==> src/rtl/pid_ctrl_gen.sv <==
`default_nettype none
// ============================================================================
// Module   : pid_ctrl_gen
// Brief    : Decimated PI(D) drive controller with clamped integrator,
//            anti-windup and a two-stage saturating output pipeline.
//            Optional derivative term enabled by macro PID_DTERM_EN.
// Revision : 1.0 - initial release
// ============================================================================
module pid_ctrl_gen #(
   parameter int ERR_W    = 13,
   parameter int OUT_W    = 12,
   parameter int INT_W    = 18,
   parameter int DECIM_W  = 20,
   parameter int D_DEPTH  = 3,
   parameter int D_SAT_W  = 9,
   parameter int KD_SHIFT = 1
) (
   input  logic             clk,
   input  logic             rst_n,
   input  logic [ERR_W-1:0] error,
   input  logic             clr,
   input  logic             aw_en,
   output logic [OUT_W-1:0] drv_mag,
   output logic             drv_vld,
   output logic             sat_hi,
   output logic             sat_lo
);

   localparam int c_d_w   = D_SAT_W + KD_SHIFT;
   localparam int c_pa_w  = (ERR_W > OUT_W + 1) ? ERR_W : OUT_W + 1;
   // Sum width covers the worst case of every term so PID can never wrap.
   localparam int c_pid_w = ((c_pa_w > c_d_w) ? c_pa_w : c_d_w) + 2;
   localparam logic [INT_W-1:0] c_int_max = {1'b0, {(INT_W-1){1'b1}}};

   generate
      if (INT_W < OUT_W + 2 || INT_W <= ERR_W || D_DEPTH < 1 || D_DEPTH > 8 ||
          D_SAT_W > ERR_W + 1 || D_SAT_W < 2) begin : g_param_chk
         $error("pid_ctrl_gen: illegal parameter combination");
      end
   endgenerate

   // ------------------------------------------------------------------------
   // Update-rate decimator
   // ------------------------------------------------------------------------
   logic [DECIM_W-1:0] r_decim;
   logic               w_tick;

   assign w_tick = &r_decim;

   always_ff @(posedge clk or negedge rst_n) begin
      if (!rst_n) begin
         r_decim <= '0;
      end else begin
         r_decim <= r_decim + 1'b1;
      end
   end

   // ------------------------------------------------------------------------
   // Integrator with clamping and anti-windup
   // ------------------------------------------------------------------------
   logic [INT_W-1:0] r_integ;
   logic [INT_W-1:0] w_err_ext;
   logic [INT_W-1:0] w_sum;
   logic [INT_W-1:0] w_integ_nxt;
   logic             w_err_pos;
   logic             w_err_neg;
   logic             w_hold;

   assign w_err_ext = {{(INT_W-ERR_W){error[ERR_W-1]}}, error};
   assign w_sum     = r_integ + w_err_ext;
   assign w_err_neg = error[ERR_W-1];
   assign w_err_pos = !error[ERR_W-1] && (|error);
   assign w_hold    = aw_en && ((sat_hi && w_err_pos) || (sat_lo && w_err_neg));

   // The integrator is never negative, so a set sign bit is either an
   // underflow (clamp to 0) or, with the top magnitude bit set, an overflow.
   always_comb begin
      w_integ_nxt = w_sum;
      if (w_sum[INT_W-1]) begin
         w_integ_nxt = r_integ[INT_W-2] ? c_int_max : '0;
      end
   end

   always_ff @(posedge clk or negedge rst_n) begin
      if (!rst_n) begin
         r_integ <= '0;
      end else if (clr) begin
         r_integ <= '0;
      end else if (w_tick && !w_hold) begin
         r_integ <= w_integ_nxt;
      end
   end

   // ------------------------------------------------------------------------
   // Derivative term
   // ------------------------------------------------------------------------
   logic [c_d_w-1:0] w_d_term;

`ifdef PID_DTERM_EN
   localparam logic signed [ERR_W:0] c_dmax = (ERR_W+1)'(2**(D_SAT_W-1) - 1);
   localparam logic signed [ERR_W:0] c_dmin = (ERR_W+1)'(-(2**(D_SAT_W-1)));

   logic [ERR_W-1:0]   r_hist [D_DEPTH];
   logic [ERR_W:0]     w_ddiff;
   logic [D_SAT_W-1:0] w_dsat;
   logic [c_d_w-1:0]   w_dsat_x;
   logic [c_d_w-1:0]   w_d;
   logic [c_d_w-1:0]   r_d;

   assign w_ddiff = {error[ERR_W-1], error} -
                    {r_hist[D_DEPTH-1][ERR_W-1], r_hist[D_DEPTH-1]};

   always_comb begin
      w_dsat = w_ddiff[D_SAT_W-1:0];
      if ($signed(w_ddiff) > c_dmax) begin
         w_dsat = c_dmax[D_SAT_W-1:0];
      end else if ($signed(w_ddiff) < c_dmin) begin
         w_dsat = c_dmin[D_SAT_W-1:0];
      end
   end

   assign w_dsat_x = c_d_w'($signed(w_dsat));
   assign w_d      = w_dsat_x << KD_SHIFT;

   // Entry 0 is the newest sample; the last entry feeds the difference.
   always_ff @(posedge clk or negedge rst_n) begin
      if (!rst_n) begin
         for (int k = 0; k < D_DEPTH; k++) r_hist[k] <= '0;
         r_d <= '0;
      end else begin
         r_d <= w_d;
         if (clr) begin
            for (int k = 0; k < D_DEPTH; k++) r_hist[k] <= '0;
         end else if (w_tick) begin
            r_hist[0] <= error;
            for (int k = 1; k < D_DEPTH; k++) r_hist[k] <= r_hist[k-1];
         end
      end
   end

   assign w_d_term = r_d;
`else
   assign w_d_term = '0;
`endif

   // ------------------------------------------------------------------------
   // Stage 1: register P, I (and D); stage 2: saturate the sum
   // ------------------------------------------------------------------------
   logic [ERR_W-1:0]   r_p;
   logic [OUT_W-1:0]   r_i;
   logic               r_vld1;
   logic [c_pid_w-1:0] w_pid;

   always_ff @(posedge clk or negedge rst_n) begin
      if (!rst_n) begin
         r_p    <= '0;
         r_i    <= '0;
         r_vld1 <= 1'b0;
      end else begin
         r_p    <= error;
         r_i    <= r_integ[INT_W-2 -: OUT_W];
         r_vld1 <= w_tick;
      end
   end

   assign w_pid = {{(c_pid_w-ERR_W){r_p[ERR_W-1]}}, r_p}
                + {{(c_pid_w-OUT_W){1'b0}}, r_i}
                + {{(c_pid_w-c_d_w){w_d_term[c_d_w-1]}}, w_d_term};

   always_ff @(posedge clk or negedge rst_n) begin
      if (!rst_n) begin
         drv_mag <= '0;
         drv_vld <= 1'b0;
         sat_hi  <= 1'b0;
         sat_lo  <= 1'b0;
      end else begin
         drv_vld <= r_vld1;
         if (w_pid[c_pid_w-1]) begin
            drv_mag <= '0;
            sat_lo  <= 1'b1;
            sat_hi  <= 1'b0;
         end else if (|w_pid[c_pid_w-2:OUT_W]) begin
            drv_mag <= '1;
            sat_hi  <= 1'b1;
            sat_lo  <= 1'b0;
         end else begin
            drv_mag <= w_pid[OUT_W-1:0];
            sat_hi  <= 1'b0;
            sat_lo  <= 1'b0;
         end
      end
   end

endmodule
`default_nettype wire
==> config.mk <==
export PLATFORM = sky130hd
export DESIGN_NAME = pid_ctrl_gen
export DESIGN_NICKNAME = d
export VERILOG_FILES = /design/src/rtl/pid_ctrl_gen.sv
export SDC_FILE = /design/constraint.sdc
export NUM_CORES = 1
export LEC_CHECK = 0
export ABC_CLOCK_PERIOD_IN_PS = 2900
export BUFFER_PORTS_ARGS = -buffer_cell sky130_fd_sc_hd__buf_2
export CORE_MARGIN = 2
export CORE_UTILIZATION = 50
export CTS_CLUSTER_DIAMETER = 80
export DETAILED_ROUTE_END_ITERATION = 8
export GPL_TIMING_DRIVEN = 0
export PLACE_DENSITY = 0.7
export SYNTH_ARGS = -nofsm -noshare
export SYNTH_HDL_FRONTEND = slang
export SYNTH_SLANG_ARGS = --single-unit
==> constraint.sdc <==
create_clock -name clk -period 2.9 [get_ports clk]
set_input_delay 0.29 -clock clk [delete_from_list [all_inputs] [get_ports clk]]
set_output_delay 0.29 -clock clk [all_outputs]
set_load 0.01 [all_outputs]
After elaboration in Yosys (flattened, before gate mapping)
Cells that the tools add are included.
{ "classes": {"n_addsub": 3, "mux": 9, "reduce_logical": 12} }
{ "op_table": {"columns": ["op", "count"], "rows": [
  ["$mux 18", 2],
  ["$mux 17", 2],
  ["$mux 12", 2],
  ["$add 20x1->20 const B", 1],
  ["$reduce_and 20->1", 1],
  ["$add 18x18->18", 1],
  ["$add 13x13->14", 1],
  ["$reduce_or 13->1", 1],
  ["$logic_and 1x1->1", 5],
  ["$mux 1", 3],
  ["$logic_not 1->1", 2],
  ["$reduce_bool 2->1", 1],
  ["$reduce_or 2->1", 1],
  ["$logic_or 1x1->1", 1]
]} }
{ "totals": {"register_bits": 79, "inputBits": 17, "out_inout_bits": 15} }

Logic depth before layout (Yosys ltp)
{ "logic_depth": {"depth_word": 9, "ltp_mapped": 11, "depth_no_buf": 11} }

Worst setup path after synthesis
Ideal clock, no wire load.
{ "synth_timing": {"path_type": "register to register", "startpoint": "reg r_p[0]", "endpoint": "reg drv_mag[2]", "setup_ps": 137, "arrival_time_ps": 2543, "t_required_ps": 2763, "path_slack_ps": 220, "stages_incl_launch_ff": 12, "synth_period_minus_slack_ps": 2680, "path_cell_list": "dfrtp_1 ha_1 fa_1 a21oi_1 a2bb2oi_1 a21oi_1 o2111ai_1 nand3_1 a21oi_1 xor2_1 clkbuf_1 a21oi_1"} }
{ "synth_via": {"elab_chain_len": 4} }
{ "synth_lines": {"columns": ["element", "line_no", "rtl"], "rows": [
  ["start, declared", "149", "logic [ERR_W-1:0] r_p;"],
  ["start signal, assigned", "160", "r_p <= error;"],
  ["$add 13x13->14 (*)", "167", "+ {{(c_pid_w-OUT_W){1'b0}}, r_i}"],
  ["$reduce_or 2->1", "182", "end else if (|w_pid[c_pid_w-2:OUT_W]) begin"],
  ["$mux 12", "182", null],
  ["$mux 12 (*)", "178", "if (w_pid[c_pid_w-1]) begin"],
  ["end signal, assigned", "187", "drv_mag <= w_pid[OUT_W-1:0];"],
  ["end, declared", "23", "output logic [OUT_W-1:0] drv_mag,"]
]} }
Mark *: on every way between the ends. The rest lies on a longest branch, timed or not.
A chain may end at the register's enable or synchronous reset.

Worst setup path after layout
{ "layout_timing": {"startpoint": "reg r_integ[0]", "endpoint": "reg r_integ[14]"} }
{ "layout_via": {"elab_chain_len": 4} }
{ "layout_lines": {"columns": ["element", "line_no", "rtl"], "rows": [
  ["start, declared", "61", "logic [INT_W-1:0] r_integ;"],
  ["start signal, assigned", "90", "r_integ <= w_integ_nxt;"],
  ["$add 18x18->18", "70", "assign w_sum = r_integ + w_err_ext;"],
  ["$mux 17", "79", "if (w_sum[INT_W-1]) begin"],
  ["$mux 18", "89", "end else if (w_tick && !w_hold) begin"],
  ["$mux 18", "87", "end else if (clr) begin"]
]} }
No other way between the ends. The select of a mux whose other input is x is not followed.

==> flow_metrics.env <==
export IMPL_synth_top_flop_cell="dfrtp_1"
export IMPL_avgRoutedWirePerCell_um=15.3
export IMPL_ioPinCount=32
export IMPL_ir_worst_vdd_mv=0.203
export IMPL_grt_max_degree=56
export IMPL_wirelength_mm=8.07
export IMPL_min_from="error[5]"
export IMPL_finalPower_w=0.00208
export IMPL_synth_fp_nets=418
export IMPL_fin_crit_sh_pct=96.2
export IMPL_reg2reg_depth=11
export IMPL_yosysSeqAreaShare_pct=48.7
export IMPL_startpoint_type="flop"
export IMPL_drv_slew=0
export IMPL_final_common_cell="dfrtp_1"
export IMPL_grt_overflow_total=0
export IMPL_worstSetupPathType="flop to flop"
export IMPL_netlist_instances=369
export IMPL_async_flop_share_pct=100
export IMPL_clockBufferDepth=2
export IMPL_fmax_mhz=358
export IMPL_port_buffers=31
export IMPL_die_y_um=93.5
export IMPL_cts_buffers=9
export IMPL_crit_reg2reg_launch="r_integ[0]"
export IMPL_initial_utilization_pct=51.8
export IMPL_cts_clk_slew_worst_paths_ns=0.09
export IMPL_cp_cell_sequence="ha_2 > inv_1 > fa_2 > nor2b_4 > o31a_1 > or4_4 > a221oi_4 > a21oi_4 > mux2i_1 > a311o_1 > a21oi_2"
export IMPL_die_w_um=93.5
export IMPL_crit_family="compound AO/OA/AOI/OAI gates"
export IMPL_end_kind="flop"
export IMPL_dieArea_um2=8740
export IMPL_synth_seq_cells=78
export IMPL_layout_common_cells="dfrtp_1 (78), a21oi_1 (34), buf_2 (32)"
export IMPL_p_leak_nw=2.23
export IMPL_grt_pass1_vias=2937
export IMPL_max_cap_viol_count=0
export IMPL_pre_cts_ws_ns=-0.251
export IMPL_root_buffer="clkbuf_8"
export IMPL_gr_usage_all_layers_pct=19.9
export IMPL_pwr_density_cell_nw_per_um2=446
export IMPL_cts_tree="yes"
export IMPL_slew_headroom_pct=66.5
export IMPL_yosysWarnings=0
export IMPL_required_ns=3.18
export IMPL_drcViolationCount=0
export IMPL_num_rows=32
export IMPL_setup_slack_ns=0.110
export IMPL_period_minus_slack_ns=2.79
export IMPL_path_buf_inv=1
export IMPL_hold_slack_ns=0.101
export IMPL_synthesis_area_um2=4010
export IMPL_whs_endpoint="r_p[5]"
export IMPL_dp_hpwl_mm=5.82
export IMPL_synthToLayoutAreaGrowth_pct=16.2
export IMPL_synth_edff_count=0
export IMPL_core_area_um2=7730
export IMPL_grt_pass1_wl_mm=13.5
export IMPL_postRouteAntennaNets=0
export IMPL_clock_latency_ns=0.35
export IMPL_cts_sinks=78
export IMPL_reg2reg_to="r_integ[14]"
export IMPL_crit_slowest_cell="or4_4"
export IMPL_drtIter0Drc=133
export IMPL_hold_path_class="input port to flop"
export IMPL_antenna_cells=0
export IMPL_h_tree_depth=3
export IMPL_routed_via_density=5.60
export IMPL_reg2reg_slack_ns=0.11
export IMPL_worst_slew_pin_slew_ns=0.502
export IMPL_vias=2958
export IMPL_critPathArrivalTime_ns=3.07
export IMPL_dr_pass1_iters=4
export IMPL_whs_path_depth=1
export IMPL_gp_congestion=0.817
export IMPL_synth_avg_cell_area_um2=10.9
export IMPL_layout_drive_gt1_share_pct=18.3
export IMPL_antenna_found_initial=0
export IMPL_hold_violations=0
export IMPL_final_setup_viol_count=0
export IMPL_skew_ns=0.0169
export IMPL_fin_nets=470
export IMPL_slowest_delay_ns=0.45
export IMPL_path_max_fanout=3
export IMPL_fin_tns_setup_ns=0
export IMPL_fin_util_pct=60.2
export IMPL_status="completed"
export IMPL_synth_cell_types=53
[metal layers]
layer / routed length, um / vias up / share of wire [%] / track usage (%)
met5: 0 / - / 0 / 0
met4: 175 / 0 / 2.2 / 8.82
met3: 203 / 18 / 2.5 / 3.06
met2: 4010 / 56 / 50 / 33.5
met1: 3680 / 1433 / 46 / 25.4
li1: - / 1451 / - / -
[area by class of cell]
| cell class | instances | area (um^2) |
|---|---|---|
| fillers | 633 | 3070 |
| multi-input cells | 273 | 2050 |
| flip-flops and latches | 78 | 1950 |
| inverters | 11 | 41.3 |
| plain buffers | 7 | 36.3 |
| clock buffers | 11 | 151 |
| clock inverters | 5 | 40.0 |
| well taps | 102 | 128 |
| repair buffers | 41 | 255 |
[repair_timing]
item                                    in CTS  in global routing
hold buffers                                 1                  0
endpoints found under the hold margin       23                  0
setup buffers                                4                  4
gates resized for setup                      4                 11
pin swaps                                    3                  7
endpoints found under the setup margin      12                 26
[worst reg2reg max path, cell delays in order (launching register included)]
cell	delay (ns)
dfrtp_1	0.40
ha_2	0.18
inv_1	0.08
fa_2	0.25
nor2b_4	0.05
o31a_1	0.28
or4_4	0.45
a221oi_4	0.30
a21oi_4	0.12
mux2i_1	0.14
a311o_1	0.34
a21oi_2	0.14
[worst max path at each step]
stage	endpoint	depth (start not counted)	slack, ns	start
global placement	drv_mag[2]	11	-0.24	r_p[0]
CTS	r_integ[14]	11	0.0008	r_integ[0]
floorplan	drv_mag[2]	11	0.22	r_p[0]
finish	r_integ[14]	11	0.11	r_integ[0]
detailed placement	drv_mag[6]	11	-0.25	r_p[0]
global route	drv_mag[2]	11	-0.01	r_p[0]
[registers in the layout (all words and copies together) (netlist names)]
register  cells
r_p          13
sat_lo        1
sat_hi        1
drv_mag      12
r_integ      17
r_decim      20
drv_vld       1
r_vld1        1
r_i          12
[cell usage after synthesis (all sizes together), types with 6 or more instances]
cell / n / area [um^2]
dfrtp: 78 / 1950
o21a: 7 / 52.6
xor2: 11 / 96.3
nor2: 25 / 93.8
and3: 6 / 37.5
nand2b: 6 / 37.5
nand2: 23 / 86.3
o21ai: 18 / 90.1
xnor2: 26 / 228
nand3: 9 / 45.0
a221o: 10 / 100
a21oi: 38 / 194
ha: 30 / 375
a21o: 6 / 45.0
inv: 11 / 41.3
[metrics by stage]
step                      std cells  area, um^2
after detailed placement        503        4320
after CTS                       524        4560
after global routing            528        4650
after floorplan                 369        4010
final                           528        4650
after global placement          502        4290
[where the power goes]
part	total, W	internal [W]	switching, W
combinational	0.000177	0.0000672	0.000109
sequential	0.00111	0.00111	0.00000680
clock	0.000785	0.000364	0.000421
total	0.00208	0.00154	0.000538
[cell families (layout without fill, tap and decap cells)]
group | after synthesis | in the layout | share of synthesized area (%)
buffers and inverters | 18 | 75 | 1.84
XOR/XNOR | 37 | 37 | 8.09
AND/OR/NAND/NOR | 99 | 99 | 12.9
flip-flops | 78 | 78 | 48.7
adder cells (fa/ha/maj) | 32 | 32 | 10.4
AO/OA/AOI/OAI | 104 | 104 | 17.8
multiplexers | 1 | 1 | 0.250
Note: power is estimated with default switching activity, not from simulation.
